`src/rtl/pixel_collect3.sv`:
```
// Gathers one result per engine per group, then streams the group out in raster order with sof/eol.
// Define PIXEL_COLLECT_FRAME_CNT_EN to add the frame_cnt output (completed frames, wraps at 2^16).
module pixel_collect3 #(
    parameter int PIXEL_DATA_WIDTH = 32,
    parameter int SCREEN_WIDTH     = 640,
    parameter int SCREEN_HEIGHT    = 480,
    parameter int NUM_ENGINES      = 3
) (
    input  logic                                    clk,
    input  logic                                    reset,
    input  logic [NUM_ENGINES-1:0]                  eng_valid,
    input  logic [NUM_ENGINES*PIXEL_DATA_WIDTH-1:0] eng_data,
    output logic                                    fin_flag,
    output logic                                    out_valid,
    input  logic                                    out_ready,
    output logic [PIXEL_DATA_WIDTH-1:0]             out_data,
    output logic                                    out_sof,
    output logic                                    out_eol
`ifdef PIXEL_COLLECT_FRAME_CNT_EN
    ,
    output logic [15:0]                             frame_cnt
`endif
);

    localparam int XW = (SCREEN_WIDTH  > 1) ? $clog2(SCREEN_WIDTH)  : 1;
    localparam int YW = (SCREEN_HEIGHT > 1) ? $clog2(SCREEN_HEIGHT) : 1;
    localparam int IW = (NUM_ENGINES   > 1) ? $clog2(NUM_ENGINES)   : 1;
    localparam logic [XW-1:0] X_LAST   = XW'(SCREEN_WIDTH - 1);
    localparam logic [YW-1:0] Y_LAST   = YW'(SCREEN_HEIGHT - 1);
    localparam logic [IW-1:0] IDX_LAST = IW'(NUM_ENGINES - 1);

    typedef enum logic {COLLECT, DRAIN} state_t;

    state_t                      state, state_next;
    logic [NUM_ENGINES-1:0]      got, got_next, capture;
    logic [PIXEL_DATA_WIDTH-1:0] pix_buf [NUM_ENGINES];
    logic [IW-1:0]               idx;
    logic [XW-1:0]               x;
    logic [YW-1:0]               y;
    logic                        fin_next, transfer;

    // First capture per engine wins; the group is complete once every engine has been captured.
    always_comb begin
        state_next = state;
        got_next   = got;
        capture    = '0;
        fin_next   = 1'b0;
        transfer   = (state == DRAIN) && out_ready;
        out_valid  = (state == DRAIN);
        out_data   = '0;
        out_sof    = 1'b0;
        out_eol    = 1'b0;
        case (state)
            COLLECT: begin
                capture  = eng_valid & ~got;
                got_next = got | capture;
                if (&got_next) begin
                    state_next = DRAIN;
                    fin_next   = 1'b1;
                end
            end
            DRAIN: begin
                out_data = pix_buf[idx];
                out_sof  = (x == '0) && (y == '0);
                out_eol  = (x == X_LAST);
                if (transfer && (idx == IDX_LAST)) begin
                    state_next = COLLECT;
                    got_next   = '0;
                end
            end
            default: state_next = COLLECT;
        endcase
    end

    // Raster position advances per accepted pixel, independent of group boundaries.
    always_ff @(posedge clk) begin
        if (reset) begin
            state    <= COLLECT;
            got      <= '0;
            idx      <= '0;
            x        <= '0;
            y        <= '0;
            fin_flag <= 1'b0;
        end else begin
            state    <= state_next;
            got      <= got_next;
            fin_flag <= fin_next;
            if (transfer) begin
                idx <= (idx == IDX_LAST) ? '0 : idx + IW'(1);
                if (x == X_LAST) begin
                    x <= '0;
                    y <= (y == Y_LAST) ? '0 : y + YW'(1);
                end else begin
                    x <= x + XW'(1);
                end
            end
        end
    end

    always_ff @(posedge clk) begin
        for (int i = 0; i < NUM_ENGINES; i++) begin
            if (capture[i]) begin
                pix_buf[i] <= eng_data[i*PIXEL_DATA_WIDTH +: PIXEL_DATA_WIDTH];
            end
        end
    end

`ifdef PIXEL_COLLECT_FRAME_CNT_EN
    always_ff @(posedge clk) begin
        if (reset) begin
            frame_cnt <= '0;
        end else if (transfer && (x == X_LAST) && (y == Y_LAST)) begin
            frame_cnt <= frame_cnt + 16'd1;
        end
    end
`endif

endmodule

```
`config.mk`:
```
export PLATFORM = sky130hd
export DESIGN_NAME = pixel_collect3
export DESIGN_NICKNAME = d
export VERILOG_FILES = /design/src/rtl/pixel_collect3.sv
export SDC_FILE = /design/constraint.sdc
export NUM_CORES = 1
export LEC_CHECK = 0
export BUFFER_PORTS_ARGS = -buffer_cell sky130_fd_sc_hd__buf_2
export CORE_UTILIZATION = 41
export CTS_CLUSTER_DIAMETER = 60
export DETAILED_ROUTE_END_ITERATION = 12
export SETUP_SLACK_MARGIN = 0.05
export SYNTH_ARGS = -nofsm -noshare
export SYNTH_HDL_FRONTEND = slang
export SYNTH_SLANG_ARGS = --single-unit
```
`constraint.sdc`:
```
create_clock -name clk -period 3.9 [get_ports clk]
set_input_delay 0.78 -clock clk [delete_from_list [all_inputs] [get_ports clk]]
set_output_delay 0.78 -clock clk [all_outputs]
set_load 0.005 [all_outputs]
```
Word level (Yosys, flattened, before mapping)

Memories as Yosys holds them, arrays and structs flattened. A register that Yosys moved wholly into a read port is not among the register bits.
Index checks and enable logic that the tools add are counted.

Register bits: 26
Memory bits (writable): 96
Logic and storage cells: 46
Memories kept: 1

Memories:

| memory  | depth | width | rd ports | clocked after Yosys merged registers in | wr ports | line | source |
|---|---|---|---|---|---|---|---|
| pix_buf | 3     | 32    | 1        | 1                                       | 3        | 36   | `logic [PIXEL_DATA_WIDTH-1:0] pix_buf [NUM_ENGINES];` |

Add/sub/neg operators: 3
Equality and inequality tests: 4
Multiplexer cells: 20
Bitwise logic cells: 4
Reduce and logical (&&, ||, !) cells: 8

Operator list:

| cell                                                  | number |
|---|---|
| 2-to-1 mux 32 bit                                     | 1 |
| adder 10 x 1 -> 10 bit, second input constant         | 1 |
| == test 10 bit, second input constant                 | 1 |
| logical NOT 10 bit                                    | 1 |
| 2-to-1 mux 1 bit                                      | 10 |
| 2-to-1 mux 10 bit                                     | 1 |
| adder 9 x 1 -> 9 bit, second input constant           | 1 |
| == test 9 bit, second input constant                  | 1 |
| logical NOT 9 bit                                     | 1 |
| 2-to-1 mux 9 bit                                      | 1 |
| 2-to-1 mux 2 bit                                      | 3 |
| 2-to-1 mux 3 bit                                      | 2 |
| one-hot mux 3 bit (2 select lines)                    | 1 |
| bitwise AND 3 bit                                     | 1 |
| logical AND 1 bit                                     | 3 |
| NOT 3 bit                                             | 1 |
| bitwise OR 3 bit                                      | 1 |
| AND reduction 3 bit                                   | 1 |
| adder 2 x 1 -> 2 bit, second input constant           | 1 |
| == test 2 bit, second input constant                  | 1 |
| inequality test 2 x 1 -> 1 bit, second input constant | 1 |
| one-hot mux 1 bit (2 select lines)                    | 1 |
| AND reduction 2 bit                                   | 1 |
| OR reduction 2 bit                                    | 1 |
| NOT 1 bit                                             | 1 |

Longest topological paths before layout

Gate-level depths: netlist (run 1).

Depth after elaboration: 6
Depth in mapped cells: 7
Mapped depth without buffers: 5

Worst setup path before layout (run 1)

OpenSTA, ideal clock, no wires.

Path kind: input-to-reg
Start: input port eng_valid[0]
End: memory pix_buf[0][0], enable pin
Data arrival time: 2395 ps
Data required time: 3475 ps
Path slack: 1080 ps
Stages on the path: 2
Path through: nor2b_1 nor2b_1

RTL lines:

| element            | line | source |
|---|---|---|
| start: declaration | 11   | `input logic [NUM_ENGINES-1:0] eng_valid,` |
| end: declaration   | 36   |  |

==> key figures, run 1 <==
Power and ir drop
  • LEAKAGE: 2.48 nW
  • P_sw: 0.724 mW
  • Switching Fraction: 0.219
  • Internal: 2.58 mW
  • PwrDens: 509 nW/um2
  • Share of total power in combinational logic: 0.076
  • Maximum vdd drop: 0.000354 V
  • Clock share of power: 0.448
  • Sequential group share of total power: 0.476

Clocking
  • CTS Buffer Depth: 2
  • TritonCTS buffer count: 17
  • Root Driver: clkbuf_16
  • Clock transition at the registers of the reported paths: 0.05 ns
  • CTS sink cnt: 124
  • CTS tree: done
  • Post_cts resized: 0
  • Cts hold-fix bufs: 0
  • CTS H-tree lvls: 4
  • Post-CTS setup buffers: 0
  • Clk Latency, worst-skew pair: 0.41 ns

Logic synthesis
  • FF+latch count, synth: 124
  • Post-Syn Area: 5070 um2
  • Sequential area share after synthesis: 0.679
  • Dominant synthesized flop cell: edfxtp_1
  • Syn. warnings: 0
  • Average cell area after synthesis: 13.0 um2
  • Syn Nets: 495
  • EDFF count, synth: 96
  • Synth cell types: 40
  • Cells after Synth: 389
  • Post-synth ARST share: 0

Routing
  • Drc violations: 0
  • Vias after detailed routing: 3,462
  • Routed WL: 11,100 um
  • Antenna Nets Post-Route: 0
  • Pre-antenna DRT Iters: 4
  • DR WL/cell: 15.7 um
  • Drt via density: 4.88
  • First-iteration detailed-routing DRC count: 118

Timing
  • Clock skew: 0.00899 ns
  • Period utilization: 0.741
  • # setup viols final: 0
  • RSZ-0062 raised after global routing: false
  • Min cycle time layout: 2.89 ns
  • Slew @ Worst Pin: 1.08 ns
  • Final hold violations: 0
  • Max Fclk: 0.346 GHz
  • Sum Neg Setup Slack: 0 ns
  • Max-slew headroom: 0.276
  • Max-slew violations: 0
  • Final Worst Setup Slack: 1.01 ns

Layout
  • Most common cell after layout, fill and taps aside: buf_2
  • Final cell count without fillers: 710
  • Commonest cells after routing, fill and taps aside: buf_2, edfxtp_1, nand2_1, o21ai_0, and2_1
  • Utilization after layout: 0.538
  • Final #Nets: 634
  • Layout cell share with drive strength beyond 1: 0.325
  • Post-route cell area: 6490 um2
  • Area Growth Syn to Fin: 28.0%

Global routing
  • Largest net degree at the start of global routing: 65
  • Overflow after GRT: 0
  • All-layer global routing usage: 0.183
  • First-pass GRT wire length: 17,500 um
  • Initial antenna violation count: 2
  • Vias in the first global route: 3,539

Floorplanning
  • Die Y-Extent: 113 um
  • Die width: 113 um
  • Initial Utilization: 0.421
  • Die area: 12,800 um2
  • Io pins: 138
  • Site Rows: 40
  • Area of the core: 12,100 um2

Placed design
  • I/O Buffers: 137
  • Place WS: 1.39 ns
  • Hpwl dp: 7210 um
  • Placed Cells: 677
  • Gpl congestion: 0.728
  • Placement Cell Area: 5930 um2

Hold path
  • Worst min-delay path class: register to register

Setup path
  • Setup crit start kind: register
  • Critical path fanouts, max: 18
  • Critical path required time: 3.12 ns
  • Critical Path End Type: primary output
  • CP Class: register to primary output
  • CP arrival: 2.11 ns

Run status
  • Status: complete, no violations

Flow run
  • Number of max-cap violations: 0
[cells in the mapped netlist (4+ instances only)]
library cell   n  area [um2]
a21oi_1       13        65.1
edfxtp_1      96        2880
nand3_1        9        45.0
clkbuf_1      11        41.3
nor4_1         4        25.0
or3_1          4        25.0
nand4_1        5        31.3
ha_1           4        50.1
xor2_1         8        70.1
nor2_1        12        45.0
mux2i_1       32         320
nand2_1       43         161
nor2b_1        6        37.5
inv_1          4        15.0
buf_2          5        25.0
o21ai_0       36         180
and4_1         5        43.8
and2_1        33         206
dfxtp_1       28         561
[layer usage]
metal / wire [um] / track usage / vias up
li1: - / - / 1702
met2: 5400 / 0.309 / 110
met5: 17 / 0 / -
met4: 139 / 0.0596 / 2
met1: 4780 / 0.204 / 1633
met3: 779 / 0.0862 / 15
[final timing paths]
| path | from | to | slack [ns] | cells past startpoint |
|---|---|---|---|---|
| worst max-delay path | register | out_data[1] | 1.01 | 5 |
| worst min register to register | y[1]$_SDFFE_PP0P_ | y[1]$_SDFFE_PP0P_ | 0.51 | 2 |
| worst max register to register | out_valid$_SDFF_PP0_ | y[3]$_SDFFE_PP0P_ | 1.69 | 4 |
| worst min-delay path | y[1]$_SDFFE_PP0P_ | y[1]$_SDFFE_PP0P_ | 0.51 | 2 |
[cells by family after synthesis]
kind of cell	synth area share
mux	0.0631
fa+ha+maj	0.00986
simple gates	0.153
buf+inv	0.0197
xor+xnor	0.0138
flops	0.679
compound gates	0.0617
[cell type report]
class / instances / area [um2]
diodes: 1 / 2.50
well taps: 168 / 210
clock inverters: 12 / 124
repair buffers: 140 / 708
inverters: 4 / 15.0
multi-input cells: 241 / 1550
fillers: 1034 / 5570
clock buffers: 20 / 437
flip-flops and latches: 124 / 3450
[power by group through the flow]
stage          clock network (mW)  logic (mW)  registers, mW
6_report                     1.48       0.252           1.57
5_1_grt                      1.56       0.283           1.58
4_1_cts                      1.50       0.259           1.58
3_5_place_dp                    0       0.258           1.60
3_3_place_gp                    0       0.253           1.60
2_1_floorplan                   0       0.137           1.58
[critical path, stage by stage (launching register included)]
cell	delay (ns)
dfxtp_2	0.64
buf_4	0.41
mux2i_1	0.24
o21ai_0	0.09
and2_1	0.20
buf_2	0.12
[sequential cells by signal (all words and copies together) (netlist names), named ones only]
register,count
y,9
fin_flag,1
pix_buf,96
out_valid,1
got,3
idx,2
x,10
[per-stage QoR]
step           power [mW]  hold slack (ns)
5_1_grt              3.43            0.516
4_1_cts              3.34            0.506
6_report             3.31            0.510
2_1_floorplan        1.72            0.463
3_5_place_dp         1.86            0.499
3_3_place_gp         1.85            0.486
(Power assumes the default switching activity.)
==> run 2: changes to the inputs <==
--- a/config.mk
+++ b/config.mk
@@ -5,6 +5,7 @@
 export SDC_FILE = /design/constraint.sdc
 export NUM_CORES = 1
 export LEC_CHECK = 0
+export ABC_AREA = 1
 export BUFFER_PORTS_ARGS = -buffer_cell sky130_fd_sc_hd__buf_2
 export CORE_UTILIZATION = 41
 export CTS_CLUSTER_DIAMETER = 60
==> constraint.sdc (replaced) <==
create_clock -name clk -period 3 [get_ports clk]
set_input_delay 0.6 -clock clk [delete_from_list [all_inputs] [get_ports clk]]
set_output_delay 0.6 -clock clk [all_outputs]
set_load 0.005 [all_outputs]
==> key figures, run 2 <==
Run status
  • Status: complete, no violations

Power and ir drop
  • Total power: 4.70 mW
  • Maximum vdd drop: 0.000387 V
  • Share of total power in combinational logic: 0.084
  • PwrDens: 680 nW/um2
  • LEAKAGE: 3.19 nW
  • Switching Fraction: 0.209
  • P_sw: 0.983 mW
  • Internal: 3.72 mW
  • Clock share of power: 0.485
  • Sequential group share of total power: 0.431

Floorplanning
  • Site Rows: 41
  • Initial Utilization: 0.423
  • Die area: 13,500 um2
  • Die Y-Extent: 116 um
  • Die width: 116 um
  • Io pins: 138
  • Area of the core: 12,700 um2

Layout
  • Regs by FF count: pix_buf: 96 flops, x: 10 flops, y: 9 flops
  • Area Growth Syn to Fin: 29.1%
  • Filler cell count: 1,112
  • Commonest cells after routing, fill and taps aside: buf_2, edfxtp_1, inv_1, nand2_1, a21oi_1
  • Diode count: 0
  • Max FFs per register: 96
  • Final #Nets: 739
  • Layout cell share with drive strength beyond 1: 0.341
  • Utilization after layout: 0.546
  • Most common cell after layout, fill and taps aside: buf_2
  • Reg with most FFs: pix_buf

Setup path
  • Slowest CP cell: buf_4
  • Setup crit start kind: register
  • Reg2reg path depth: 4
  • Critical path buffer and inverter count: 3
  • CP arrival: 1.99 ns
  • Reg2reg setup slack: 1.04 ns
  • Critical path required time: 2.40 ns
  • Crit-path cells: buf_4 -> mux2_2 -> o21ai_0 -> inv_1 -> buf_2
  • CP Class: register to primary output
  • Critical path fanouts, max: 32
  • Slowest stage delay, CP: 0.39 ns
  • R2R Path End: pix_buf[1][4]$_DFFE_PP_
  • Cell family with most CP delay: buffers and inverters
  • Critical Path End Type: primary output
  • Worst reg2reg startpoint: out_valid$_SDFF_PP0_

Clocking
  • CTS H-tree lvls: 4
  • CTS Buffer Depth: 2
  • Clk Latency, worst-skew pair: 0.41 ns
  • Post_cts resized: 0
  • CTS tree: done
  • TritonCTS buffer count: 17
  • Clock transition at the registers of the reported paths: 0.06 ns
  • Root Driver: clkbuf_16
  • Post-CTS setup buffers: 0
  • Cts hold-fix bufs: 0
  • CTS sink cnt: 124

Timing
  • RSZ-0062 raised after global routing: false
  • Period utilization: 0.864
  • Max Fclk: 0.386 GHz
  • Max-slew headroom: 0.565
  • Clock skew: 0.00637 ns
  • Max-slew violations: 0
  • Slew @ Worst Pin: 0.653 ns
  • Sum Neg Setup Slack: 0 ns
  • Final hold violations: 0
  • Min cycle time layout: 2.59 ns
  • # setup viols final: 0

Global routing
  • Overflow after GRT: 0
  • Initial antenna violation count: 0
  • Largest net degree at the start of global routing: 34
  • First-pass GRT wire length: 18,500 um
  • All-layer global routing usage: 0.188
  • Vias in the first global route: 3,632

Logic synthesis
  • Post-Syn Area: 5360 um2
  • Top-area cell type share of the netlist area: 0.538
  • Area leader, netlist: edfxtp_1
  • Average cell area after synthesis: 11.0 um2
  • Cells after Synth: 486
  • Dominant synthesized flop cell: edfxtp_1
  • Top-count cell post-synth: edfxtp_1
  • Synth cell types: 31
  • Post-synth ARST share: 0
  • EDFF count, synth: 96
  • Syn. warnings: 0
  • Top cells by count, synth: edfxtp_1, inv_1, nand2_1, a21oi_1, nor2_1
  • Sequential area share after synthesis: 0.642
  • Syn Nets: 592
  • FF+latch count, synth: 124
  • Largest cells by area after synthesis: edfxtp_1, dfxtp_1, inv_1

Placed design
  • I/O Buffers: 137
  • Hpwl dp: 8740 um
  • Gpl congestion: 0.898

Routing
  • DR WL met3: 922 um
  • First-iteration detailed-routing DRC count: 189
  • Drc violations: 0
  • Routed WL: 12,300 um
  • DR WL met2: 5750 um
  • Pre-antenna DRT Iters: 5
  • Antenna Nets Post-Route: 0
  • Vias after detailed routing: 3,794
  • M1 WL: 5520 um
  • Highest routed layer: met4
  • DR WL/cell: 15.0 um
  • Drt via density: 4.64

Hold path
  • Hold_sp: eng_data[81]
  • Hold path depth: 1
  • Hold Path End: pix_buf[2][17]$_DFFE_PP_
  • Worst min-delay path class: input port to register

Flow run
  • Number of max-cap violations: 0
## run 2: cell count changes after synthesis, moves of 11 or more
cell and change:
mux2i_1 -32, a21oi_1 +30, mux2_2 +24, nor2_1 +20
inv_1 +88, o21ai_1 +14, and2_1 -33, nand2_1 +11
## run 2: cell families after synthesis
logic type / count (synthesis) / share of synthesized area
muxes: 32 / 0.0672
adders and majority gates: 4 / 0.00934
xor gates and xnor gates: 3 / 0.00490
DFF: 124 / 0.642
AOI/OAI and AO/OA: 85 / 0.0801
buffers and inverters: 113 / 0.0878
and+or+nand+nor: 125 / 0.108
## run 2: worst max-delay path by stage
stage                         start                 endpoint  cells after the start
4_1_cts                    register             out_data[31]                      5
3_3_place_gp               register             out_data[31]                      5
6_report                   register             out_data[31]                      5
5_1_grt                    register             out_data[31]                      5
3_5_place_dp               register             out_data[31]                      5
2_1_floorplan  out_valid$_SDFF_PP0_  pix_buf[0][0]$_DFFE_PP_                      4
## run 2: final cells by class
cell class,instances,area (um2),share of cell area
inverter,96,363,0.0524
timing repair buffer,145,758,0.110
sequential,124,3450,0.498
multi-input combinational,249,1470,0.212
clock buffer,22,484,0.0700
clock inverter,10,185,0.0268
tap,172,215,0.0311
## run 2: per-layer routing
layer  vias to the layer above  GRT usage
met4                         0     0.0624
met5                         -          0
met3                        10     0.0680
met2                       121      0.306
met1                      1743      0.232
li1                       1920          -
## run 2: power by group through the flow
stage	registers [mW]	logic [mW]	clock network (mW)
6_report	2.03	0.395	2.28
5_1_grt	2.04	0.444	2.39
3_3_place_gp	2.06	0.392	0
2_1_floorplan	2.05	0.226	0
4_1_cts	2.03	0.403	2.32
3_5_place_dp	2.06	0.399	0
## run 2: per-stage QoR
step / std cells / hold slack (ns) / area (um2) / worst slack, ns
3_3_place_gp: 786 / 0.458 / 6250 / 0.864
3_5_place_dp: 786 / 0.461 / 6250 / 0.851
6_report: 818 / 0.363 / 6920 / 0.408
4_1_cts: 818 / 0.343 / 6920 / 0.375
2_1_floorplan: 486 / 0.443 / 5360 / 0.456
5_1_grt: 818 / 0.342 / 6920 / 0.246
